### src/rtl/spi_mem_pkg.sv
// Shared types and constants for the serial memory read path.
// Holds the controller state encoding and the READ command framing.
package spi_mem_pkg;

   typedef enum logic [2:0] {
      ST_IDLE,
      ST_PWRUP,
      ST_CMD,
      ST_ADDR,
      ST_DATA,
      ST_GAP
   } state_t;

   localparam logic [7:0] SPI_OP_READ = 8'h03;
   localparam int         ADDR_W      = 24;
   localparam int         HDR_BITS    = 32;
   localparam int         HDR_BYTES   = HDR_BITS / 8;

endpackage

### src/rtl/spi_bit_engine.sv
// Mode-0 SPI bit engine: clock divider plus one-byte transmit and receive shifters.
// A new byte is pulled from tx_byte on load and on every byte wrap.
module spi_bit_engine #(
   parameter int CLK_DIV = 2
) (
   input  logic       clk,
   input  logic       rst_n,
   input  logic       enable,
   input  logic       load,
   input  logic       stall,
   input  logic [7:0] tx_byte,
   input  logic       miso,
   output logic       sclk,
   output logic       mosi,
   output logic       byte_done,
   output logic [7:0] rx_byte
);

   localparam int               DIV_W    = (CLK_DIV > 1) ? $clog2(CLK_DIV) : 1;
   localparam logic [DIV_W-1:0] DIV_LAST = DIV_W'(CLK_DIV - 1);

   logic [DIV_W-1:0] div_cnt;
   logic [2:0]       bit_cnt;
   logic [7:0]       tx_shift;
   logic [7:0]       rx_shift;
   logic             phase_end;
   logic             hold_rise;
   logic             rise;
   logic             fall;

   // Stall only gates the first rising edge of a byte, so a byte in flight always completes.
   assign phase_end = (div_cnt == DIV_LAST);
   assign hold_rise = stall && (bit_cnt == 3'd0);
   assign rise      = enable && !load && !sclk && phase_end && !hold_rise;
   assign fall      = enable && !load && sclk && phase_end;
   assign byte_done = rise && (bit_cnt == 3'd7);
   assign rx_byte   = {rx_shift[6:0], miso};
   assign mosi      = tx_shift[7];

   always_ff @(posedge clk or negedge rst_n) begin
      if (!rst_n) begin
         sclk     <= 1'b0;
         div_cnt  <= '0;
         bit_cnt  <= '0;
         tx_shift <= '0;
         rx_shift <= '0;
      end else if (load) begin
         tx_shift <= tx_byte;
         sclk     <= 1'b0;
         div_cnt  <= '0;
         bit_cnt  <= '0;
      end else if (!enable) begin
         sclk    <= 1'b0;
         div_cnt <= '0;
         bit_cnt <= '0;
      end else if (rise) begin
         sclk     <= 1'b1;
         div_cnt  <= '0;
         rx_shift <= rx_byte;
      end else if (fall) begin
         sclk     <= 1'b0;
         div_cnt  <= '0;
         bit_cnt  <= bit_cnt + 3'd1;
         tx_shift <= (bit_cnt == 3'd7) ? tx_byte : {tx_shift[6:0], 1'b0};
      end else if (!phase_end) begin
         div_cnt <= div_cnt + DIV_W'(1);
      end
   end

endmodule

### src/rtl/spi_mem_reader.sv
// SPI READ engine: powers the serial memory, sends opcode plus address and
// streams the returned bytes out through a single-entry valid/ready register.
module spi_mem_reader
   import spi_mem_pkg::*;
#(
   parameter int CLK_DIV        = 2,
   parameter int PWRUP_CYCLES   = 1000,
   parameter int CS_HIGH_CYCLES = 4,
   parameter int LEN_W          = 16
) (
   input  logic              CLKA,
   input  logic              rst_n,
   input  logic              start,
   input  logic [ADDR_W-1:0] addr,
   input  logic [LEN_W-1:0]  len,
   output logic              busy,
   output logic              done,
   output logic [7:0]        rd_data,
   output logic              rd_valid,
   input  logic              rd_ready,
   output logic              MEM_VCC,
   output logic              SPI_CLK,
   output logic              SPI_MOSI,
   input  logic              SPI_MISO,
   output logic              SPI_CS_n
);

   localparam logic [31:0] PWR_LAST = 32'(PWRUP_CYCLES - 1);
   localparam logic [31:0] GAP_LAST = 32'(CS_HIGH_CYCLES - 1);

   state_t             state;
   state_t             state_next;
   logic [ADDR_W-1:0]  addr_q;
   logic [LEN_W-1:0]   remaining;
   logic [2:0]         byte_idx;
   logic [31:0]        wait_cnt;
   logic               powered;
   logic               mem_vcc_q;
   logic               eng_enable;
   logic               eng_load;
   logic               byte_done;
   logic [7:0]         tx_byte;
   logic [7:0]         rx_byte;
   logic               accept;
   logic               handshake;

   assign accept     = (state == ST_IDLE) && start && (len != '0);
   assign handshake  = rd_valid && rd_ready;
   assign eng_enable = (state == ST_CMD) || (state == ST_ADDR) || (state == ST_DATA);
   assign busy       = (state != ST_IDLE);
   assign SPI_CS_n   = !eng_enable;
   assign MEM_VCC    = mem_vcc_q;

   spi_bit_engine #(
      .CLK_DIV (CLK_DIV)
   ) u_engine (
      .clk       (CLKA),
      .rst_n     (rst_n),
      .enable    (eng_enable),
      .load      (eng_load),
      .stall     (rd_valid),
      .tx_byte   (tx_byte),
      .miso      (SPI_MISO),
      .sclk      (SPI_CLK),
      .mosi      (SPI_MOSI),
      .byte_done (byte_done),
      .rx_byte   (rx_byte)
   );

   // Header bytes by position; everything after the address shifts out zeros.
   always_comb begin
      tx_byte = 8'h00;
      case (byte_idx)
         3'd0:    tx_byte = SPI_OP_READ;
         3'd1:    tx_byte = addr_q[23:16];
         3'd2:    tx_byte = addr_q[15:8];
         3'd3:    tx_byte = addr_q[7:0];
         default: tx_byte = 8'h00;
      endcase
   end

   always_ff @(posedge CLKA or negedge rst_n) begin
      if (!rst_n) begin
         state <= ST_IDLE;
      end else begin
         state <= state_next;
      end
   end

   // The engine is loaded on the very edge that enters CMD so CS_n and the opcode MSB appear together.
   always_comb begin
      state_next = state;
      eng_load   = 1'b0;
      case (state)
         ST_IDLE: begin
            if (accept) begin
               if (powered) begin
                  state_next = ST_CMD;
                  eng_load   = 1'b1;
               end else begin
                  state_next = ST_PWRUP;
               end
            end
         end
         ST_PWRUP: begin
            if (wait_cnt == PWR_LAST) begin
               state_next = ST_CMD;
               eng_load   = 1'b1;
            end
         end
         ST_CMD: begin
            if (byte_done) state_next = ST_ADDR;
         end
         ST_ADDR: begin
            if (byte_done && (byte_idx == 3'(HDR_BYTES - 1))) state_next = ST_DATA;
         end
         ST_DATA: begin
            if (handshake && (remaining == LEN_W'(1))) state_next = ST_GAP;
         end
         ST_GAP: begin
            if (wait_cnt == GAP_LAST) state_next = ST_IDLE;
         end
         default: state_next = ST_IDLE;
      endcase
   end

   always_ff @(posedge CLKA or negedge rst_n) begin
      if (!rst_n) begin
         addr_q    <= '0;
         remaining <= '0;
         byte_idx  <= '0;
         wait_cnt  <= '0;
         powered   <= 1'b0;
         mem_vcc_q <= 1'b0;
         done      <= 1'b0;
         rd_data   <= '0;
         rd_valid  <= 1'b0;
      end else begin
         done <= 1'b0;
         if ((state == ST_IDLE) && start) begin
            if (len == '0) begin
               done <= 1'b1;
            end else begin
               addr_q    <= addr;
               remaining <= len;
               mem_vcc_q <= 1'b1;
            end
         end
         if ((state != state_next) || !((state == ST_PWRUP) || (state == ST_GAP))) begin
            wait_cnt <= '0;
         end else begin
            wait_cnt <= wait_cnt + 32'd1;
         end
         if ((state == ST_PWRUP) && (state_next == ST_CMD)) powered <= 1'b1;
         if ((state == ST_GAP) && (state_next == ST_IDLE)) done <= 1'b1;
         if (state == ST_IDLE) begin
            byte_idx <= '0;
         end else if (byte_done && (byte_idx != 3'(HDR_BYTES))) begin
            byte_idx <= byte_idx + 3'd1;
         end
         if (handshake) begin
            rd_valid  <= 1'b0;
            remaining <= remaining - LEN_W'(1);
         end
         if (byte_done && (state == ST_DATA)) begin
            rd_data  <= rx_byte;
            rd_valid <= 1'b1;
         end
      end
   end

endmodule

### config.mk
export PLATFORM = sky130hd
export DESIGN_NAME = spi_mem_reader
export DESIGN_NICKNAME = d
export VERILOG_FILES = /design/src/rtl/spi_mem_pkg.sv /design/src/rtl/spi_bit_engine.sv /design/src/rtl/spi_mem_reader.sv
export SDC_FILE = /design/constraint.sdc
export NUM_CORES = 1
export LEC_CHECK = 0
export CORE_MARGIN = 8
export CORE_UTILIZATION = 48
export CTS_BUF_LIST = sky130_fd_sc_hd__clkbuf_8
export CTS_CLUSTER_DIAMETER = 40
export DETAILED_ROUTE_END_ITERATION = 12
export MAX_ROUTING_LAYER = met4
export PLACE_DENSITY = 0.67
export SLEW_MARGIN = 20
export SYNTH_ARGS = -nofsm -noshare
export SYNTH_HDL_FRONTEND = slang
export SYNTH_SLANG_ARGS = --single-unit
### constraint.sdc
create_clock -name CLKA -period 3.6 [get_ports CLKA]
set_input_delay 0.9 -clock CLKA [delete_from_list [all_inputs] [get_ports CLKA]]
set_output_delay 0.9 -clock CLKA [all_outputs]
set_load 0.005 [all_outputs]
==> impl_metrics.toml <==
[outcome]
status = "completed"

[worst_setup_path]
r2r_end = "wait_cnt[14]$_DFF_PN0_"
cp-startpoint = "state[2]$_DFF_PN0_"
reg2reg_from = "wait_cnt[0]$_DFF_PN0_"
worstPathRequired_ns = 2.70
r2r_slack_ns = 1.26
cp-end-kind = "output port"
rr_worst_depth = 7
startpoint_type = "flip-flop"
cp.arrival_ns = 2.28
crit_end = "SPI_CS_n"
cp_max_fo = 9
crit_type = "flip-flop to output port"

[routing]
drc = 0
via_count = 4362
vias_per_cell = 5.724
firstDrtPassIters = 8
antenna_left = 0
drtIter0Drc = 408
wl_um = 12050
avgRoutedWirePerCell_um = 15.81

[logic_synthesis]
avgSynthCellArea_um2 = 9.630
ys_ff_latch = 110
synth_top_area_frac = 0.5095
netlist_top_cells_area = "dfrtp_1 51%, nand2_1 7.0%, xnor2_1 4.4%"
ys_types = 53
syn_area_um2 = 5403
synth_edf_count = 0
ys.flop_type = "dfrtp_1"
yosysSeqAreaShare = 0.5095
synth.largest_area_cell = "dfrtp_1"
ys_async_sr_fraction = 1.000
synthesis.nets = 617
yosysWarningCount = 0
netlist_instances = 561

[sta]
rsz0062_at_grt = "false"
fin_crit_sh = 0.8831
setup-tns-final_ns = 0
fin_skew_ns = 0.01302
timing.fmax_ghz = 0.3146
hold_ws_ns = 0.4587
maxSlewHeadroom = 0.5045
drv_slew = 0
period_minus_slack_ns = 3.179
final-setup-viol-count = 0
hold_viol_final = 0
tightest_slew_ns = 0.7418

[grt]
grt_max_degree = 62
grt_pass1_wl_um = 20700
grt_overflow = 0
grt_use_total = 0.1761
grt_pass1_vias = 4315
antenna_found_initial = 0

[clock_tree]
clkLatencyLatePin_ns = 0.39
cts.sinks = 110
clockRootBuffer = "clkbuf_8"
cts_tree = "built"
hold_buffers = 0
post_cts_buffers = 0
clkTransAtPathRegs_ns = 0.10
h-tree-depth = 3
cts-resized-gates = 0
clockBufferDepth = 2
cts_made_buffers = 9

[finish]
drive_gt1_frac = 0.08199
area_growth_pct = 17.62
fin_nets = 673
final_common_cell = "dfrtp_1"
final_cell_mix = "110 x dfrtp_1, 101 x nand2_1, 58 x clkdlybuf4s50_1"
n_antenna_cell = 0

[floorplan]
rows = 38
coreArea_um2 = 10940
ios = 60
die_w_um = 122.1
fp.dieArea_um2 = 14910
die_h_um = 122.1
initial_core_util = 0.4941

[pwr]
irDropWorstVdd_mv = 0.3812
p_leak_nw = 2.800
p_per_area_nw_per_um2 = 347.8

[place]
place_congestion = 0.8450
hpwl_um = 8695
io_buffers = 59

[job]
max-cap-violations = 0

[hold_path]
hold_path_class = "flip-flop to flip-flop"
==> worst max-delay path: stages, from the launching register on <==
cell and delay (ns):
dfrtp_1 0.50, nor3b_1 0.56, or2_2 0.26, inv_1 0.10
clkdlybuf4s50_1 0.48
==> per-stage QoR <==
stage / cell area, µm² / worst slack, ns / std cells / total power, mW / util
after floorplan: 5403 / 1.364 / 561 / 1.306 / -
after global placement: 6125 / 0.6310 / 746 / 1.394 / 0.5601
after detailed placement: 6125 / 0.5808 / 746 / 1.396 / 0.5601
after CTS: 6355 / 0.3794 / 762 / 2.240 / 0.5811
after global routing: 6355 / 0.2690 / 762 / 2.302 / 0.5811
final: 6355 / 0.4209 / 762 / 2.210 / 0.5811
==> sequential cells by signal, indices dropped and copies added, names as in the netlist <==
name / count
done: 1
rd_valid: 1
u_engine.rx_shift: 7
state: 3
addr_q: 24
remaining: 16
wait_cnt: 32
rd_data: 8
MEM_VCC: 1
powered: 1
u_engine.tx_shift: 8
u_engine.div_cnt: 1
byte_idx: 3
u_engine.sclk: 1
u_engine.bit_cnt: 3
==> cell type report <==
class	instances	area, µm²
well taps	140	175.2
clock buffers	10	137.6
clock inverters	6	92.59
fillers	974	4581
inverters	21	78.83
multi-input cells	410	2472
flip-flops and latches	110	2753
repair buffers	65	645.6
==> routing by layer <==
metal  global-route usage  wire length [µm]  vias to the layer above
met5                    -                 0                        -
met4              0.05027               189                        0
li1                     -                 -                     2088
met2               0.2644              5533                      123
met3              0.05599               799                       17
met1               0.2242              5528                     2134
==> report_power, final <==
| group | switching [mW] | total (mW) | internal, mW |
|---|---|---|---|
| clock | 0.426 | 0.840 | 0.414 |
| sequential | 0.0132 | 1.26 | 1.25 |
| combinational | 0.0527 | 0.112 | 0.0594 |
| total | 0.491 | 2.21 | 1.72 |
==> worst min path at each step <==
stage | slack [ns] | from | cells past startpoint | endpoint
detailed placement | 0.45 | wait_cnt[0]$_DFF_PN0_ | 1 | wait_cnt[0]$_DFF_PN0_
floorplan | 0.42 | wait_cnt[0]$_DFF_PN0_ | 1 | wait_cnt[0]$_DFF_PN0_
finish | 0.46 | wait_cnt[0]$_DFF_PN0_ | 1 | wait_cnt[0]$_DFF_PN0_
global placement | 0.44 | wait_cnt[0]$_DFF_PN0_ | 1 | wait_cnt[0]$_DFF_PN0_
global route | 0.50 | wait_cnt[0]$_DFF_PN0_ | 1 | wait_cnt[0]$_DFF_PN0_
CTS | 0.47 | wait_cnt[0]$_DFF_PN0_ | 1 | wait_cnt[0]$_DFF_PN0_
==> synthesized netlist by cell type (2+ instances only) <==
master / count
o31ai_1: 2
o221a_2: 2
a22oi_1: 7
and2_1: 3
o22ai_1: 8
nor2_1: 57
nand2b_1: 4
ha_1: 11
a221o_1: 5
nand4_1: 9
nand3_1: 20
inv_1: 21
nor3_2: 2
xor2_1: 3
mux2i_1: 2
and4_1: 5
a221oi_1: 2
or4_1: 3
or3_1: 2
a222oi_1: 6
mux2_2: 15
buf_6: 3
clkbuf_1: 16
and3_1: 4
o32ai_1: 3
a21oi_1: 19
nor3_1: 23
nor3b_1: 2
dfrtp_1: 110
or2_2: 4
a211oi_1: 3
xnor2_1: 27
o21ai_0: 15
nor2b_1: 4
nor4_1: 17
o211ai_1: 2
nor4_2: 2
nand3b_1: 2
and3b_1: 2
nand2_1: 101
==> cells by family after synthesis <==
family | Yosys count | synth area share
xor gates and xnor gates | 30 | 0.04864
adders and majority gates | 11 | 0.02547
buffers and inverters | 41 | 0.03289
muxes | 17 | 0.03497
DFF | 110 | 0.5095
AOI/OAI and AO/OA | 83 | 0.1098
and+or+nand+nor | 269 | 0.2388
No activity file was read; power rests on OpenSTA's default activity.
